--- src/rtl/shared_adder_arbiter.sv ---
// shared_adder_arbiter
//    Time-shares one WIDTH-bit adder among NUM_REQ requesters. Grants rotate
//    round-robin. A requester can chain several beats and keep the adder
//    between them; the carry of each beat feeds the next beat of the same
//    chain. Every beat produces one registered response tagged with the
//    requester ID.
//
//    state  | meaning
//    -------+-----------------------------------------------------------
//    IDLE   | round-robin search from rr_ptr; the first beat gets cin=0
//    LOCKED | chain in progress; only owner_q may issue, cin=carry_q
//
// Ports
//    clk, rst      clock (rising edge), async active-high reset
//    req_valid_i   per-requester beat valid
//    req_ready_o   per-requester beat accept (one-hot or zero)
//    req_a_i/b_i   operands, requester i at [i*WIDTH +: WIDTH]
//    req_more_i    1 = more beats of this chain follow
//    rsp_valid_o   response valid, held under backpressure
//    rsp_ready_i   response consumer ready
//    rsp_id_o      owner of the response
//    rsp_sum_o     beat sum
//    rsp_cout_o    carry out of the beat
//    rsp_last_o    final beat of the transaction
module shared_adder_arbiter #(
   parameter int WIDTH   = 32,
   parameter int NUM_REQ = 4,
   parameter int ID_W    = 2
) (
   input  logic                     clk,
   input  logic                     rst,
   input  logic [NUM_REQ-1:0]       req_valid_i,
   output logic [NUM_REQ-1:0]       req_ready_o,
   input  logic [NUM_REQ*WIDTH-1:0] req_a_i,
   input  logic [NUM_REQ*WIDTH-1:0] req_b_i,
   input  logic [NUM_REQ-1:0]       req_more_i,
   output logic                     rsp_valid_o,
   input  logic                     rsp_ready_i,
   output logic [ID_W-1:0]          rsp_id_o,
   output logic [WIDTH-1:0]         rsp_sum_o,
   output logic                     rsp_cout_o,
   output logic                     rsp_last_o
);

   typedef enum logic {S_IDLE, S_LOCKED} state_t;

   state_t            state_q;
   logic [ID_W-1:0]   owner_q;
   logic [ID_W-1:0]   rr_ptr_q;
   logic              carry_q;

   logic [2*NUM_REQ-1:0] valid_rot;
   logic                 grant_found;
   logic [ID_W-1:0]      grant_id;
   logic                 slot_free;
   logic                 accept;
   logic [ID_W-1:0]      acc_id;
   logic [WIDTH-1:0]     a_sel;
   logic [WIDTH-1:0]     b_sel;
   logic                 more_sel;
   logic                 cin;
   logic [WIDTH:0]       sum_full;
   logic [ID_W-1:0]      rr_next;

   assign slot_free = !rsp_valid_o || rsp_ready_i;

   // Rotate the valid vector so bit 0 is the requester at rr_ptr; the first
   // set bit then gives the round-robin winner.
   assign valid_rot = {req_valid_i, req_valid_i} >> rr_ptr_q;

   always_comb begin
      grant_found = 1'b0;
      grant_id    = '0;
      for (int k = 0; k < NUM_REQ; k++) begin
         if (!grant_found && valid_rot[k]) begin
            grant_found = 1'b1;
            grant_id    = ID_W'((int'(rr_ptr_q) + k) % NUM_REQ);
         end
      end
   end

   always_comb begin
      req_ready_o = '0;
      if (!rst) begin
         for (int k = 0; k < NUM_REQ; k++) begin
            if (state_q == S_LOCKED)
               req_ready_o[k] = (ID_W'(k) == owner_q) && req_valid_i[k] && slot_free;
            else
               req_ready_o[k] = grant_found && (ID_W'(k) == grant_id) && slot_free;
         end
      end
   end

   assign accept = |(req_valid_i & req_ready_o);
   assign acc_id = (state_q == S_LOCKED) ? owner_q : grant_id;

   always_comb begin
      a_sel    = '0;
      b_sel    = '0;
      more_sel = 1'b0;
      for (int k = 0; k < NUM_REQ; k++) begin
         if (ID_W'(k) == acc_id) begin
            a_sel    = req_a_i[k*WIDTH +: WIDTH];
            b_sel    = req_b_i[k*WIDTH +: WIDTH];
            more_sel = req_more_i[k];
         end
      end
   end

   assign cin      = (state_q == S_LOCKED) ? carry_q : 1'b0;
   assign sum_full = {1'b0, a_sel} + {1'b0, b_sel} + (WIDTH+1)'(cin);
   assign rr_next  = ID_W'((int'(acc_id) + 1) % NUM_REQ);

   always_ff @(posedge clk or posedge rst) begin
      if (rst) begin
         state_q     <= S_IDLE;
         owner_q     <= '0;
         rr_ptr_q    <= '0;
         carry_q     <= 1'b0;
         rsp_valid_o <= 1'b0;
         rsp_id_o    <= '0;
         rsp_sum_o   <= '0;
         rsp_cout_o  <= 1'b0;
         rsp_last_o  <= 1'b0;
      end else begin
         if (accept) begin
            rsp_valid_o <= 1'b1;
            rsp_id_o    <= acc_id;
            rsp_sum_o   <= sum_full[WIDTH-1:0];
            rsp_cout_o  <= sum_full[WIDTH];
            rsp_last_o  <= !more_sel;
            carry_q     <= sum_full[WIDTH];
            if (more_sel) begin
               // rr_ptr only moves at the end of a transaction
               if (state_q == S_IDLE) begin
                  state_q <= S_LOCKED;
                  owner_q <= acc_id;
               end
            end else begin
               state_q  <= S_IDLE;
               rr_ptr_q <= rr_next;
            end
         end else if (rsp_ready_i) begin
            rsp_valid_o <= 1'b0;
         end
      end
   end

endmodule
--- config.mk ---
export PLATFORM = sky130hd
export DESIGN_NAME = shared_adder_arbiter
export DESIGN_NICKNAME = d
export VERILOG_FILES = /design/src/rtl/shared_adder_arbiter.sv
export SDC_FILE = /design/constraint.sdc
export NUM_CORES = 1
export LEC_CHECK = 0
export ABC_AREA = 0
export CAP_MARGIN = 30
export CORE_MARGIN = 2
export CORE_UTILIZATION = 35
export DETAILED_ROUTE_END_ITERATION = 8
export PLACE_DENSITY = 0.87
export SYNTH_ARGS = -nofsm -noshare
export SYNTH_HDL_FRONTEND = slang
export SYNTH_SLANG_ARGS = --single-unit
export TNS_END_PERCENT = 5
--- constraint.sdc ---
create_clock -name clk -period 4.6 [get_ports clk]
set_input_delay 0.46 -clock clk [delete_from_list [all_inputs] [get_ports clk]]
set_output_delay 0.46 -clock clk [all_outputs]
set_load 0.005 [all_outputs]
==> metrics.md <==
| Metric | Value |
|---|---|
| Vias in the first global route | `~6900` |
| Status | `finished, final reports clean` |
| Post-synthesis sequential area ratio | `20.4%` |
| RePlAce Congestion | `0.900` |
| Initial antenna violation count | `2` |
| Antenna Nets Post-Route | `0` |
| CP max FO | `6` |
| WL met1 | `9470 um` |
| Vias | `6932` |
| Kind of cell adding the most delay to the critical path | `compound AO/OA/AOI/OAI gates` |
| Syn nets | `~1100` |
| RSZ-0062 raised after global routing | `yes` |
| Clock skew | `0.00447 ns` |
| Initial Util | `35.6%` |
| Leak Pwr | `roughly 0.004 uW` |
| CTS tree | `done` |
| CTS root buf | `clkbuf_16` |
| Reg-to-Reg Start | `rr_ptr_q[1]` |
| Clk_lat worst skew | `roughly 0.28 ns` |
| Fillers | `1245` |
| Endpoints failing setup | `0` |
| First-pass GRT wire length | `35300 um` |
| Peak supply drop | `around 0.55 mV` |
| Layout cells sized above 1 | `approximately 15%` |
| WHS | `0.476 ns` |
| Cells after Synth | `752` |
| WL/cell | `between 15 and 20 um` |
| Reg2Reg Capture Point | `rsp_sum_o[18]` |
| DRT Pass-1 Iters | `5` |
| Req. time, crit path | `4.75 ns` |
| Drt via density | `roughly 5.3` |
| CORE AREA | `14500 um2` |
| Worst EP arrival | `4.64 ns` |
| Commonest cells in the netlist | `nand2_1, o21ai_0, a21oi_1` |
| CTS clk-pin slew, worst paths | `approximately 0.060 ns` |
| CP bufs+invs | `5` |
| # port buffers | `307` |
| Hold EP | `rsp_id_o[1]` |
| Max Buffers Root-to-Sink | `2` |
| Largest net degree at the start of global routing | `65` |
| DR WL met2 | `11500 um` |
| Top Layer Used | `met4` |
| Share of flip-flops with an asynchronous set or reset | `100%` |
| Area growth from synthesis to layout | `84.8%` |
| Synth Flop Type | `dfrtp_1` |
| Synth top area cells | `dfrtp_1, o21ai_0, a21oi_1` |
| WS Path Type | `primary input to flip-flop` |
| Worst-Margin Slew | `0.539 ns` |
| #FFs+latches synth | `42` |
| Clock sink total | `42` |
| Top cell type by total area after synthesis | `dfrtp_1` |
| Max H-tree Level | `2` |
| FF-to-FF setup slack | `around 0.14 ns` |
| CTS buffer count | `5` |
| Yosys cell types | `51` |
| Placement Rows | `44` |
| Setup TNS | `0 ns` |
| Fin crit period | `4.49 ns` |
| DIE HEIGHT | `125 um` |
| Die area | `15700 um2` |
| Number of synthesized flops with an enable pin | `0` |
| Total wire length | `22900 um` |
| Fin crit share | `97.7%` |
| Startpoint class of the critical path | `primary input` |
| Grt ovf | `0` |
| Slew headroom | `64.0%` |
| Max_cap viols | `0` |
| Hold depth | `1` |
| Pwr dens | `1020 nW/um2` |
| CP Capture Type | `flip-flop` |
| Hpwl dp | `between 15000 and 20000 um` |
| Worst r2r path cells | `23` |
| Synth warnings | `0` |
| Top-count cell post-synth | `nand2_1` |
| Area of the mapped netlist | `5150 um2` |
| DIE WIDTH | `125 um` |
| Cell Chain, Critical Path | `dlygate4sd2_1 > buf_4 > a21oi_2 > o22ai_2 > o21ai_2 > inv_2 > ha_2 > nor2b_4 > a22oi_2 > nor2_1 > a21oi_1 > o21ai_2 > fa_2 > inv_2 > fa_2 > nor2b_4 > o31a_1 > o2111ai_4 > a31oi_4 > buf_6 > or3b_2 > a21oi_2 > xor2_1 > o21ai_0` |
| Final net count | `1433` |
| Final hold vios | `0` |
| Post-Syn Area per Cell | `6.85 um2` |
| Routed length on met3 | `1460 um` |
| Overall Global Routing Usage | `27.8%` |
| I/O Pins | `308` |
| Hold crit path type | `flip-flop to flip-flop` |
| Slew Viols, Final | `0` |
| Critical Path Max Stage Delay | `0.47 ns` |
| Worst hold start | `rsp_id_o[1]` |
| Critical-path top delay cell | `or3b_2` |
| Synth top area share | `about a fifth` |
| Peak Freq | `roughly 220 MHz` |
| Number of DRC markers in iteration 0 | `416` |
| DR DRC count | `0` |
==> report_power, final <==
part	internal [uW]	switching, uW
logic	4120	4540
registers	575	132
clock network	215	138
total	4910	4810
==> layer usage <==
metal	global-route usage [%]	up-vias
li1	-	3457
met1	35.5	3159
met2	49.0	282
met3	4.19	34
met4	7.32	0
met5	0	-
==> layout make-up <==
type,count,area [um2],area share [%]
Timing Repair Buffer,421,4020,42.2
Sequential cell,42,1050,11.1
Multi-Input combinational cell,642,4000,42.0
Inverter,17,63.8,0.670
Antenna cell,2,5.00,0.0526
Tap cell,184,230,2.42
Clock buffer,6,139,1.46
Clock inverter,2,12.5,0.131
==> worst reg2reg max path: stages (launching register included) <==
cell and delay (ns):
dfrtp_1 0.41, a21o_1 0.18, a21oi_2 0.13, o22ai_2 0.10
o21ai_2 0.18, inv_2 0.08, ha_2 0.19, nor2b_4 0.16
a22oi_2 0.12, nor2_1 0.05, a21oi_1 0.15, o21ai_2 0.09
fa_2 0.41, inv_2 0.07, fa_2 0.23, nor2b_4 0.05
o31a_1 0.32, o2111ai_4 0.23, a31oi_4 0.13, buf_6 0.16
or3b_2 0.47, a21oi_2 0.16, xor2_1 0.18, o21ai_0 0.09
==> how the worst max path moves through the flow <==
stage	start	endpoint	cells after the start
CTS	req_valid_i[3]	rsp_cout_o	23
finish	req_valid_i[1]	rsp_sum_o[18]	24
detailed placement	req_valid_i[2]	rsp_sum_o[28]	25
global placement	req_valid_i[0]	rsp_sum_o[18]	24
floorplan	req_valid_i[0]	rsp_cout_o	25
global route	req_valid_i[1]	rsp_cout_o	24
==> flip-flops by register name, summed over array words and instances, names as in the netlist <==
register     flops
rr_ptr_q         2
rsp_last_o       1
rsp_valid_o      1
rsp_sum_o       32
owner_q          2
rsp_id_o         2
state_q          1
rsp_cout_o       1
==> kinds of logic after synthesis <==
family / after synthesis / synth area share (%)
AO/OA/AOI/OAI: 328 / 38.9
AND/OR/NAND/NOR: 240 / 19.5
buffers and inverters: 68 / 5.17
flip-flops: 42 / 20.4
adder cells (fa/ha/maj): 37 / 9.28
XOR/XNOR: 28 / 4.76
multiplexers: 9 / 1.99
==> cells in the final DEF, fill, tap and decap left out, types with 6 or more instances in the layout <==
| cell | n |
|---|---|
| xor2_1 | 15 |
| a21o_1 | 12 |
| ha_1 | 30 |
| buf_12 | 6 |
| a21oi_1 | 93 |
| clkdlybuf4s50_1 | 303 |
| o21ai_0 | 90 |
| inv_1 | 12 |
| buf_4 | 103 |
| a21oi_2 | 9 |
| nand2_1 | 117 |
| o21ai_1 | 17 |
| xnor2_1 | 13 |
| nor2_1 | 86 |
| nand2b_1 | 8 |
| dfrtp_1 | 41 |
| and2_1 | 7 |
| o21a_1 | 8 |
| a22oi_1 | 63 |
==> what timing repair did <==
action,CTS,global route
pin swaps,15,20
resized for setup,27,27
setup buffers,5,3
hold endpoints to repair,0,0
setup endpoints to repair,18,19
hold buffers,0,0
==> stage by stage <==
| stage | total power, uW | area [um2] | util (%) | instances | setup slack, ns |
|---|---|---|---|---|---|
| final | 9720 | 9520 | 65.8 | 1316 | 0.105 |
| after global placement | 8730 | 9190 | 63.4 | 1298 | -0.413 |
| after detailed placement | 8930 | 9190 | 63.4 | 1298 | -0.628 |
| after floorplan | 5560 | 5190 | - | 752 | 0.00312 |
| after CTS | 9440 | 9420 | 65.1 | 1311 | 0.00534 |
| after global routing | 10600 | 9520 | 65.7 | 1315 | -0.119 |
Note: power is estimated with default switching activity, not from simulation.
